[src/rtl/equiv_pkg.sv]
// equiv_pkg: shared state encoding, LFSR constants and stimulus slice layout for equiv_stim_sched
package equiv_pkg;
    typedef enum logic [1:0] {IDLE, RUN, DRAIN, DONE} state_e;
    localparam int LFSR_W = 72;
    localparam logic [LFSR_W-1:0] LFSR_TAPS = 72'h82_0000_0000_0104_0000;
    localparam int W0_LSB = 0;
    localparam int W0_W = 20;
    localparam int W1_LSB = 20;
    localparam int W1_W = 13;
    localparam int W2_LSB = 33;
    localparam int W2_W = 21;
    localparam int W3_LSB = 54;
    localparam int W3_W = 18;
endpackage

[src/rtl/equiv_lfsr72.sv]
// equiv_lfsr72: 72-bit Galois LFSR with seed load; a zero seed is replaced by all-ones
module equiv_lfsr72 import equiv_pkg::*; (
    input  logic              clk,
    input  logic              rst_n,
    input  logic              load,
    input  logic [LFSR_W-1:0] seed,
    input  logic              advance,
    output logic [LFSR_W-1:0] state
);
    always_ff @(posedge clk or negedge rst_n)
        if (!rst_n) state <= '1;
        else if (load) state <= (seed == '0) ? '1 : seed;
        else if (advance) state <= (state >> 1) ^ (state[0] ? LFSR_TAPS : '0);
endmodule

[src/rtl/equiv_stim_sched.sv]
// equiv_stim_sched: drives LFSR stimulus into a duplicated DUT pair and compares their outputs
module equiv_stim_sched #(
    parameter int Y_W        = 91,
    parameter int CNT_W      = 16,
    parameter int CMP_LAT    = 1,
    parameter int STOP_FIRST = 0
) (
    input  logic             clk,
    input  logic             rst_n,
    input  logic             start,
    input  logic             abort,
    input  logic [71:0]      seed,
    input  logic [CNT_W-1:0] num_vec,
    output logic [19:0]      wire0,
    output logic [12:0]      wire1,
    output logic [20:0]      wire2,
    output logic [17:0]      wire3,
    input  logic [Y_W-1:0]   y_1,
    input  logic [Y_W-1:0]   y_2,
    output logic             busy,
    output logic             done,
    output logic             pass,
    output logic [CNT_W-1:0] mism_cnt,
    output logic [CNT_W-1:0] first_idx,
    output logic [Y_W-1:0]   first_y1,
    output logic [Y_W-1:0]   first_y2
);
    import equiv_pkg::*;
    state_e state, nxt;
    logic [CNT_W-1:0] num_q, idx;
    logic [CNT_W-1:0] pidx [CMP_LAT];
    logic [CMP_LAT-1:0] pv;
    logic [LFSR_W-1:0] lfsr;
    logic [3:0] dcnt;
    logic vld, aborted, accept, active, cmp, stop_mis, leave, push, advance;
    assign accept   = (state == IDLE) && start;
    assign active   = (state == RUN) || (state == DRAIN);
    assign cmp      = active && pv[CMP_LAT-1] && (y_1 != y_2);
    assign stop_mis = (STOP_FIRST != 0) && cmp;
    assign leave    = (state == RUN) && ((idx == num_q - CNT_W'(1)) || abort || stop_mis);
    assign push     = (state == RUN) && !abort && !stop_mis;
    assign advance  = (state == RUN) && !leave;
    assign busy     = active;
    assign done     = state == DONE;
    // wires stay 0 after reset until the first run issues a vector
    assign wire0 = vld ? lfsr[W0_LSB +: W0_W] : '0;
    assign wire1 = vld ? lfsr[W1_LSB +: W1_W] : '0;
    assign wire2 = vld ? lfsr[W2_LSB +: W2_W] : '0;
    assign wire3 = vld ? lfsr[W3_LSB +: W3_W] : '0;
    equiv_lfsr72 u_lfsr (
        .clk    (clk),
        .rst_n  (rst_n),
        .load   (accept && num_vec != '0),
        .seed   (seed),
        .advance(advance),
        .state  (lfsr)
    );
    always_comb begin
        nxt = state;
        if (accept) nxt = (num_vec == '0) ? DONE : RUN;
        else if (leave) nxt = DRAIN;
        else if (state == DRAIN && (abort || dcnt == 4'(CMP_LAT - 1))) nxt = DONE;
        else if (state == DONE) nxt = IDLE;
    end
    always_ff @(posedge clk or negedge rst_n) begin
        if (!rst_n) begin
            pv <= '0;
            for (int i = 0; i < CMP_LAT; i++) pidx[i] <= '0;
        end else begin
            pv <= accept ? '0 : CMP_LAT'({pv, push});
            pidx[0] <= idx;
            for (int i = 1; i < CMP_LAT; i++) pidx[i] <= pidx[i-1];
        end
    end
    always_ff @(posedge clk or negedge rst_n) begin
        if (!rst_n) begin
            state     <= IDLE;
            num_q     <= '0;
            idx       <= '0;
            dcnt      <= '0;
            vld       <= 1'b0;
            aborted   <= 1'b0;
            pass      <= 1'b0;
            mism_cnt  <= '0;
            first_idx <= '0;
            first_y1  <= '0;
            first_y2  <= '0;
        end else begin
            state <= nxt;
            if (accept) begin
                num_q     <= num_vec;
                idx       <= '0;
                aborted   <= 1'b0;
                pass      <= num_vec == '0;
                mism_cnt  <= '0;
                first_idx <= '0;
                first_y1  <= '0;
                first_y2  <= '0;
                vld       <= vld | (num_vec != '0);
            end else begin
                if (advance) idx <= idx + CNT_W'(1);
                dcnt <= (state == DRAIN) ? dcnt + 4'd1 : 4'd0;
                if (active && abort) aborted <= 1'b1;
                if (cmp) begin
                    mism_cnt <= (&mism_cnt) ? mism_cnt : mism_cnt + CNT_W'(1);
                    if (mism_cnt == '0) begin
                        first_idx <= pidx[CMP_LAT-1];
                        first_y1  <= y_1;
                        first_y2  <= y_2;
                    end
                end
                if (active && nxt == DONE) pass <= !(aborted || abort) && mism_cnt == '0 && !cmp;
            end
        end
    end
endmodule

[config.mk]
export PLATFORM = sky130hd
export DESIGN_NAME = equiv_stim_sched
export DESIGN_NICKNAME = d
export VERILOG_FILES = /design/src/rtl/equiv_pkg.sv /design/src/rtl/equiv_lfsr72.sv /design/src/rtl/equiv_stim_sched.sv
export SDC_FILE = /design/constraint.sdc
export NUM_CORES = 1
export LEC_CHECK = 0
export BUFFER_PORTS_ARGS = -buffer_cell sky130_fd_sc_hd__buf_2
export CORE_AREA = 2 2 219 221
export DETAILED_ROUTE_END_ITERATION = 12
export DIE_AREA = 0 0 221 223
export GPL_TIMING_DRIVEN = 0
export PLACE_DENSITY = 0.65
export SYNTH_ARGS = -nofsm -noshare
export SYNTH_HDL_FRONTEND = slang
export SYNTH_SLANG_ARGS = --single-unit
[constraint.sdc]
create_clock -name clk -period 2.99 [get_ports clk]
set_input_delay 0.299 -clock clk [delete_from_list [all_inputs] [get_ports clk]]
set_output_delay 0.299 -clock clk [all_outputs]
set_load 0.02 [all_outputs]
* After elaboration in Yosys (flattened, before gate mapping)
Index checks and enable logic that the tools add are counted.
Storage, ports and cells: register bits 344, input port bits 274, output and inout port bits 289, logic and storage cells 95
Operators by class: $add $sub $neg 4, equal/unequal tests 7, mux-type cells 33, bitwise gates (word level) 2, reductions and logical operators 35
Operators by type and width (number):
- $mux W91 | 6
- $mux W72 | 4
- $mux W16 | 8
- $ne A91 B91 Y1 | 1
- $logic_not A72 Y1 | 1
- $xor A71 B72 Y72 | 1
- $add A16 B1 Y16 const B | 2
- $logic_not A16 Y1 | 2
- $mux W21 | 1
- $mux W20 | 1
- $mux W18 | 1
- $eq A16 B16 Y1 | 1
- $reduce_and A16 Y1 | 1
- $reduce_bool A16 Y1 | 1
- $sub A16 B1 Y16 const B | 1
- $mux W13 | 1
- $logic_and A1 B1 Y1 | 12
- $reduce_bool A2 Y1 | 6
- $mux W2 | 5
- $eq A2 B2 Y1 const B | 3
- $mux W1 | 5
- $add A4 B1 Y4 const B | 1
- $logic_not A1 Y1 | 4
- $logic_not A4 Y1 | 1
- 7 further kinds | 11

* Logic depth before layout (Yosys ltp)
Gate-level depths: netlist (run 1).
depth after elaboration 10, depth in mapped cells 15, depth with buffers taken out 10

* Modules after synthesis
From an unflattened synthesis (run 1), not the netlist that was laid out.
Second synthesis, totals: cell total of the unflattened synthesis 1612, area total of the unflattened synthesis 17389.2 µm²
By module, submodules not included:
- equiv_stim_sched | times used 1, cells each 1267, area each 13294.0 µm², seq. area each 6806.5 µm²
- equiv_lfsr72 | times used 1, cells each 345, area each 4095.2 µm², seq. area each 1891.8 µm²

* Worst setup path before layout (run 1)
No wires, ideal clock.
path kind reg2reg, start register num_q[0], end register u_lfsr.state[53], library setup time 96 ps, arrival time 3061 ps, required time 2894 ps, path slack -168 ps, cell stages (with the launch flop) 16, buffers on the path 5, period minus slack after synthesis 3158 ps, cell sequence dfrtp_1 > inv_1 > ha_1 > buf_4 > or4b_1 > buf_2 > o21a_1 > nor4_2 > o32ai_1 > or4b_1 > and2_1 > buf_2 > buf_6 > buf_2 > nand2_1 > a31oi_1
On the way: word-level cells in the longest chain between the ends 7
Ends and longest elaborated chain:
- from (decl) | line equiv_stim_sched.sv:30 | logic [CNT_W-1:0] num_q, idx;
- from (signal assigned) | line equiv_stim_sched.sv:91 | num_q <= num_vec;
- $sub A16 B1 Y16 | line equiv_stim_sched.sv:40 | assign leave = (state == RUN) && ((idx == num_q - CNT_W'(1)) || abort || stop_mis);
- $eq A16 B16 Y1 | line equiv_stim_sched.sv:40
- $logic_or A1 B1 Y1 | line equiv_stim_sched.sv:40
- $logic_and A1 B1 Y1 | line equiv_stim_sched.sv:40
- $logic_not A1 Y1 | line equiv_stim_sched.sv:42 | assign advance = (state == RUN) && !leave;
- $logic_and A1 B1 Y1 | line equiv_stim_sched.sv:42
- $reduce_bool A2 Y1 (no source line)
- to (signal assigned) | line equiv_lfsr72.sv:12 | else if (load) state <= (seed == '0) ? '1 : seed;
- to (signal assigned) | line equiv_lfsr72.sv:13 | else if (advance) state <= (state >> 1) ^ (state[0] ? LFSR_TAPS : '0);
- to (decl) | line equiv_lfsr72.sv:8 | output logic [LFSR_W-1:0] state
No other way between the ends. A chain may end at the register's enable or synchronous reset.

* Final worst setup path (run 1)
start register num_q[1], end register u_lfsr.state[14]
The elaborated chain is that of the path after synthesis.

==> results of run 1 <==
-- through the flow --
stage	TNS, ns	worst slack (ns)
after floorplan	-2.049	-0.03470
after global placement	-1953.98	-5.053
after detailed placement	-386.94	-2.040
after CTS	-13.13	-0.2028
after global routing	-17.69	-0.2482
final	-6.353	-0.1327
-- what timing repair did --
item / 4_1_cts / 5_1_grt
pin swaps: 48 / 48
setup endpoints to repair: 305 / 181
resized for setup: 118 / 83
gates cloned: 5 / 6
hold endpoints to repair: 108 / 0
setup buffers: 12 / 7
hold buffers: 73 / 0
-- state kept, by name (all words and copies together) (netlist names) --
register      cells
idx              16
mism_cnt         16
first_idx        16
num_q            16
pv                1
pass              1
pidx             16
vld               1
u_lfsr.state     72
aborted           1
first_y2         91
dcnt              4
state             2
first_y1         91
-- how the worst max path moves through the flow --
stage / start / end / slack, ns / cells past startpoint
floorplan: num_q[0]$_DFFE_PN0P_ / idx[12]$_DFFE_PN0P_ / -0.03 / 14
global placement: rst_n / dcnt[0]$_DFFE_PN0N_ / -5.05 / 1
detailed placement: y_1[30] / first_y1[82]$_DFFE_PN0P_ / -2.04 / 11
CTS: num_q[1]$_DFFE_PN0P_ / u_lfsr.state[14]$_DFFE_PN1P_ / -0.20 / 14
global route: num_q[1]$_DFFE_PN0P_ / u_lfsr.state[21]$_DFFE_PN1P_ / -0.25 / 13
finish: num_q[1]$_DFFE_PN0P_ / u_lfsr.state[14]$_DFFE_PN1P_ / -0.13 / 13
-- routing by layer --
layer	global-route usage, %	vias up	part of all wire [%]
met5	0	-	0
met4	9.937	0	3.4
met3	4.122	143	5.3
met2	46.82	657	52
met1	31.76	7871	40
li1	-	7207	-
-- area by class of cell --
type / count / area [µm²] / share of cell area, %
multi-input combinational: 1230 / 8093 / 34.43
timing repair buffer: 667 / 4044 / 17.21
clock buffer: 47 / 1026 / 4.365
inverter: 16 / 60.06 / 0.2555
buffer: 101 / 590.6 / 2.513
clock inverter: 14 / 202.7 / 0.8624
antenna: 8 / 20.02 / 0.08517
tap: 615 / 769.5 / 3.274
sequential: 344 / 8698 / 37.01
-- cells by family (layout without fill, tap and decap cells) --
| family | Yosys count | count (layout) | share of synthesized area, % |
|---|---|---|---|
| other | 0 | 8 | 0 |
| adder cells (fa/ha/maj) | 10 | 10 | 0.7437 |
| AND/OR/NAND/NOR | 749 | 750 | 20.56 |
| multiplexers | 203 | 203 | 12.08 |
| buffers and inverters | 122 | 845 | 3.198 |
| flip-flops | 344 | 344 | 51.70 |
| XOR/XNOR | 117 | 117 | 6.091 |
| AO/OA/AOI/OAI | 150 | 150 | 5.630 |
-- power by group --
part,total (mW),internal (mW),switching (mW)
combinational,9.94,3.72,6.22
sequential,7.77,6.56,1.22
clock,4.80,2.85,1.95
total,22.5,13.1,9.38
-- worst register-to-register path, cell delays in order (launching register included) --
cell and delay [ns]:
dfrtp_1 0.40, inv_2 0.08, ha_4 0.14, or4b_4 0.51
nand4b_1 0.22, xnor2_1 0.23, nand4_1 0.11, or4b_4 0.55
buf_8 0.15, nand2_8 0.11, clkbuf_16 0.18, clkbuf_16 0.14
nand2_1 0.05, a31oi_1 0.17
-- layout by cell type (no fill, tap or decap), types with 44 or more instances in the layout --
cell type / n
a31oi_1: 65
mux2i_1: 203
nand2_1: 177
clkbuf_1: 66
dfstp_2: 72
and2_1: 77
nor2_1: 292
dfrtp_1: 272
buf_2: 566
clkbuf_16: 44
dlygate4sd3_1: 73
xnor2_1: 73
==> out/results.txt, run 1 <==
maximum single-stage delay on the critical path: 0.55 ns
via count normalized by instance count: 5.220
Cells after DPL: 2,875
Clock Pin Slew Worst Setup and Hold Paths: 0.06 ns
gr usage total: 26.21%
final weighted congestion of routability-driven global placement: 0.9309
endpoint of the worst hold path: first_y2[28]$_DFFE_PN0P_
vias in the first global route: 15,940
Net Count, Synth: 1,979
clock tree from TritonCTS: built
clock latency of the later-clocked register in the worst-skew pair: 0.55 ns
area growth from synthesis to layout: 39.70%
top cells by area, synth: dfrtp_1 (40%), mux2i_1 (12%), dfstp_2 (11%), nor2_1 (6.6%), nand2_1 (4.7%)
number of rows in the core area: 80
Post-Syn Area per Cell: 9.926 µm²
number of maximum-capacitance violations: 0
synthesized instance count: 1,695
TritonCTS sink count: 344
area of the die: 49,280 µm²
effective utilization at floorplan: 35.69%
measured slew at the worst slew-check pin: 0.8513 ns
worst vdd rail ir drop: 0.7233 mV
sequential cell area fraction in the yosys report: 51.70%
Die Ht: 223 µm
wire length after detailed routing: 66,830 µm
Crit Path Max Fanout: 6
instance area after placement: 20,540 µm²
most frequent cells after synthesis: nor2_1 (294), dfrtp_1 (272), nand2_1 (211)
largest net degree at the start of global routing: 96
Top Family by Delay on Critical Path: simple AND/OR/NAND/NOR gates
portion of synthesized cell area occupied by the leading cell type: 40.46%
required time of the critical path: 3.46 ns
violations in the final reports: setup timing
number of buffers created by CTS: 39
final cell utilization of the core: 49.85%
Nets: 2,683
worst relative slew slack: 43.24%
ratio of cells with drive above 1 in the final layout: 34.85%
global-route wire length before repair: 98,770 µm
CP Data Arrival Time: 3.60 ns
final std cells w/o fill: 3,042
number of cells traversed by the worst register-to-register path: 13
count leader, synth: nor2_1
residual antenna-violating net count after detailed routing: 0
horizontal die dimension: 221 µm
worst setup slack for register-to-register paths: -0.13 ns
clock root buffer: clkbuf_16
setup skew after layout: 0.01935 ns
input/output buffers: 562
smallest setup slack after layout: -0.1327 ns
unrepaired setup endpoints after global routing: true
Yosys top cell by area: dfrtp_1
start point of the worst hold path: y_2[28]
total via count after detailed routing: 15,880
fillcell total: 4,324
Final Instance Area: 23,500 µm²
Remaining Overflow, GRT: 0
area of the core: 47,150 µm²
number of hold violations in the final report: 0
kind of launch point of the worst setup path: register
initial antenna violation count: 9
P per Cell Area: 957.9 nW/µm²
share of flip-flops with an asynchronous set or reset after synthesis: 100.0%
PnR Total Power: 22.51 mW
worst path buffer plus inverter count: 4
Crit Reg-Reg Startpoint: num_q[1]$_DFFE_PN0P_
number of H-tree branching levels: 2
cell area after synthesis: 16,820 µm²
estimated wirelength of the detail-placed design: 50,700 µm
number of slew-limit violations in the final report: 0
Top FF cell, synth: dfrtp_1
run status: complete, but fails checks
total of flip-flops plus latches after synthesis: 344
DRC: 0
worst setup path category: register to register
average routed wire per standard cell: 21.97 µm
worst-path cell chain: inv_2, ha_4, or4b_4, nand4b_1, xnor2_1, nand4_1, or4b_4, buf_8, nand2_8, clkbuf_16, clkbuf_16, nand2_1, a31oi_1
final-layout worst hold slack: 0.03124 ns
Critical-path top delay cell: or4b_4
worst min path class: input pin to register
violation count after the first detailed-routing iteration: 1,084
total leakage power: 11.21 nW
final cycle utilization of the critical path: 104.4%
detailed-routing iteration count for the pre-antenna-repair pass: 5
CP endpoint kind: register
Max Clock Freq: 0.3202 GHz
number of enable-type register cells in the synthesized netlist: 0
number of endpoints failing setup at the final stage: 81
hold-critical path depth: 3
Clock Path Buffers: 3
reg-to-reg critical path endpoint: u_lfsr.state[14]$_DFFE_PN1P_
warnings from Yosys: 0
Yosys cell types: 55
count of pins on the block boundary: 563
clock period minus worst slack: 3.123 ns
(Power assumes the default switching activity.)
==> run 2, diff against run 1 <==
--- a/config.mk
+++ b/config.mk
@@ -11,6 +11,7 @@
 export DIE_AREA = 0 0 221 223
 export GPL_TIMING_DRIVEN = 0
 export PLACE_DENSITY = 0.65
+export SKIP_CTS_REPAIR_TIMING = 1
 export SYNTH_ARGS = -nofsm -noshare
 export SYNTH_HDL_FRONTEND = slang
 export SYNTH_SLANG_ARGS = --single-unit
==> run 2 against run 1 <==
- the run ends with hold timing, setup timing left
- first-iteration DRC count rose by 2.7%
- die area did not move
- wire length fell by 1.3%
- cell count fell by 1.7%
- critical path type unchanged
- largest cell class unchanged
==> out/results.txt, run 2 (synthesized netlist as in run 1, its figures left out) <==
number of H-tree branching levels: 2 (unchanged)
worst slack after detailed placement: -2.040 ns (unchanged)
Crit Path Max Fanout: 7 (was 6)
TritonCTS sink count: 344 (unchanged)
switching power as a share of total power: 41.70% (was 41.67%)
via count normalized by instance count: 5.240 (was 5.220)
horizontal die dimension: 221 µm (unchanged)
reg-to-reg critical path endpoint: u_lfsr.state[60]$_DFFE_PN1P_ (was u_lfsr.state[14]$_DFFE_PN1P_)
gr usage total: 25.50% (was 26.21%)
largest net degree at the start of global routing: 96 (unchanged)
PnR Total Power: 22.40 mW (was 22.51 mW)
worst relative slew slack: 42.42% (was 43.24%)
required time of the critical path: 3.46 ns (about the same)
run status: complete, but fails checks (unchanged)
violations in the final reports: hold timing, setup timing (was setup timing)
CP endpoint kind: register (unchanged)
hold-critical path depth: 3 (unchanged)
start point of the worst hold path: seed[21] (was y_2[28])
kind of launch point of the worst setup path: register (unchanged)
P per Cell Area: 975.6 nW/µm² (was 957.9 nW/µm²)
area of the die: 49,280 µm² (unchanged)
estimated wirelength of the detail-placed design: 50,700 µm (unchanged)
largest registers in the final layout: first_y1 x91, first_y2 x91, u_lfsr.state x72 (unchanged)
Seq pwr share: 34.6% (was 34.5%)
number of rows in the core area: 80 (unchanged)
Max Clock Freq: 0.2990 GHz (was 0.3202 GHz)
worst vdd rail ir drop: 0.6666 mV (was 0.7233 mV)
Clock Pin Slew Worst Setup and Hold Paths: 0.06 ns (about the same)
total via count after detailed routing: 15,670 (was 15,880)
Clock Path Buffers: 3 (unchanged)
global-route wire length before repair: 95,940 µm (was 98,770 µm)
Nets: 2,632 (was 2,683)
Critical-path top delay cell: or4b_4 (unchanged)
input/output buffers: 562 (unchanged)
Remaining Overflow, GRT: 0 (unchanged)
final cycle utilization of the critical path: 111.9% (was 104.4%)
number of cells traversed by the worst register-to-register path: 14 (was 13)
unrepaired setup endpoints after global routing: true (unchanged)
commonest non-fill, non-tap cell in the layout: buf_2 (unchanged)
Switching Power: 9.339 mW (was 9.382 mW)
number of maximum-capacitance violations: 0 (unchanged)
part of the power in combinational logic: 43.9% (was 44.1%)
clock period minus worst slack: 3.344 ns (was 3.123 ns)
worst-path cell chain: inv_2, ha_4, buf_6, or4b_4, nor4b_2, o21a_1, o32ai_2, or4b_4, buf_8, nand2_8, clkbuf_16, clkbuf_16, nand2_1, a31oi_1 (was inv_2, ha_4, or4b_4, nand4b_1, xnor2_1, nand4_1, or4b_4, buf_8, nand2_8, clkbuf_16, clkbuf_16, nand2_1, a31oi_1)
wire length after detailed routing: 65,950 µm (was 66,830 µm)
detailed-routing iteration count for the pre-antenna-repair pass: 7 (was 5)
clock root buffer: clkbuf_16 (unchanged)
proportion of power drawn by the clock network: 21.4% (was 21.3%)
cell internal pwr: 13.06 mW (was 13.13 mW)
top library cells by usage in the layout, fill and taps aside: buf_2 (563), nor2_1 (293), dfrtp_1 (272), mux2i_1 (203), nand2_1 (158) (was buf_2 (566), nor2_1 (292), dfrtp_1 (272), mux2i_1 (203), nand2_1 (177))
measured slew at the worst slew-check pin: 0.8636 ns (was 0.8513 ns)
clock tree from TritonCTS: built (unchanged)
residual antenna-violating net count after detailed routing: 0 (unchanged)
number of buffers created by CTS: 39 (unchanged)
vias in the first global route: 15,280 (was 15,940)
violation count after the first detailed-routing iteration: 1,113 (was 1,084)
area of the core: 47,150 µm² (unchanged)
Die Ht: 223 µm (unchanged)
number of hold violations in the final report: 2 (was 0)
number of slew-limit violations in the final report: 0 (unchanged)
worst setup slack for register-to-register paths: -0.35 ns (was -0.13 ns)
smallest setup slack after layout: -0.3543 ns (was -0.1327 ns)
CP Data Arrival Time: 3.82 ns (was 3.60 ns)
Crit Reg-Reg Startpoint: num_q[0]$_DFFE_PN0P_ (was num_q[1]$_DFFE_PN0P_)
average routed wire per standard cell: 22.06 µm (was 21.97 µm)
effective utilization at floorplan: 35.69% (unchanged)
maximum single-stage delay on the critical path: 0.58 ns (was 0.55 ns)
count of pins on the block boundary: 563 (unchanged)
setup tns final: -25.48 ns (was -6.353 ns)
area growth from synthesis to layout: 36.43% (was 39.70%)
setup skew after layout: 0.02205 ns (was 0.01935 ns)
worst setup path category: register to register (unchanged)
ratio of cells with drive above 1 in the final layout: 35.90% (was 34.85%)
final weighted congestion of routability-driven global placement: 0.9309 (unchanged)
endpoint of the worst hold path: u_lfsr.state[21]$_DFFE_PN1P_ (was first_y2[28]$_DFFE_PN0P_)
clock latency of the later-clocked register in the worst-skew pair: 0.55 ns (about the same)
worst min path class: input pin to register (unchanged)
initial antenna violation count: 9 (unchanged)
total leakage power: 10.96 nW (was 11.21 nW)
number of endpoints failing setup at the final stage: 91 (was 81)
final cell utilization of the core: 48.69% (was 49.85%)
final-layout worst hold slack: -0.007561 ns (was 0.03124 ns)
DRC: 0 (unchanged)
-- run 2: cell count changes in the layout (fill, tap and decap cells not counted), moves of 4 or more --
cell / change
dlygate4sd3_1: -49
nand2_1: -19
nand2_2: +19
o21ai_1: +6
clkbuf_4: +5
o21ai_0: -5
buf_16: -4
clkbuf_16: +4
-- run 2: cell type report --
cell class / instances / area [µm²]
Fill cell: 4390 / 24190
Sequential cell: 344 / 8698
Multi-Input combinational cell: 1229 / 8064
Timing Repair Buffer: 614 / 3507
Clock buffer: 47 / 1026
Tap cell: 615 / 769.5
Buffer: 104 / 609.3
Clock inverter: 14 / 202.7
Inverter: 16 / 60.06
Antenna cell: 7 / 17.52
-- run 2: through the flow --
stage	hold slack [ns]	area, µm²	instances
after floorplan	0.003409	16860	1695
after detailed placement	0.3442	20540	2875
after global routing	0.003155	22950	2989
final	-0.007561	22950	2990
after CTS	-0.2391	21770	2936
after global placement	0.3745	20440	2872
-- run 2: power groups by stage --
stage               logic, mW  clock network (mW)  registers, mW
finish                   9.83                4.80           7.76
detailed placement       9.04                   0           7.65
global placement         8.91                   0           7.59
global route             10.6                5.05           7.95
CTS                      9.07                4.88           7.61
floorplan                4.61                   0           8.45
-- run 2: worst max-delay path by stage --
stage                         startpoint                            to  slack [ns]  cells past startpoint
floorplan           num_q[0]$_DFFE_PN0P_           idx[12]$_DFFE_PN0P_       -0.03                     14
detailed placement               y_1[30]      first_y1[82]$_DFFE_PN0P_       -2.04                     11
global route        num_q[0]$_DFFE_PN0P_  u_lfsr.state[13]$_DFFE_PN1P_       -0.45                     14
CTS                              y_1[30]      first_y1[82]$_DFFE_PN0P_       -1.46                     11
finish              num_q[0]$_DFFE_PN0P_  u_lfsr.state[60]$_DFFE_PN1P_       -0.35                     14
global placement                   rst_n           dcnt[0]$_DFFE_PN0N_       -5.05                      1
-- run 2: critical path: cells and delay by family, from the launching register on --
family                   cells  cell delay, ns
buffers and inverters        5            0.70
AND/OR/NAND/NOR              5            1.54
AO/OA/AOI/OAI                3            0.46
adder cells (fa/ha/maj)      1            0.13
flip-flops                   1            0.43
-- run 2: metal layers --
layer  part of all wire, %  wire length (µm)  GRT usage (%)  vias to the layer above
met2                    52             33980          45.58                      630
met4                   3.3              2181          8.833                        0
met5                     0                 0              0                        -
li1                      -                 -              -                     7104
met1                    40             26260          31.14                     7805
met3                   5.4              3538          4.083                      130
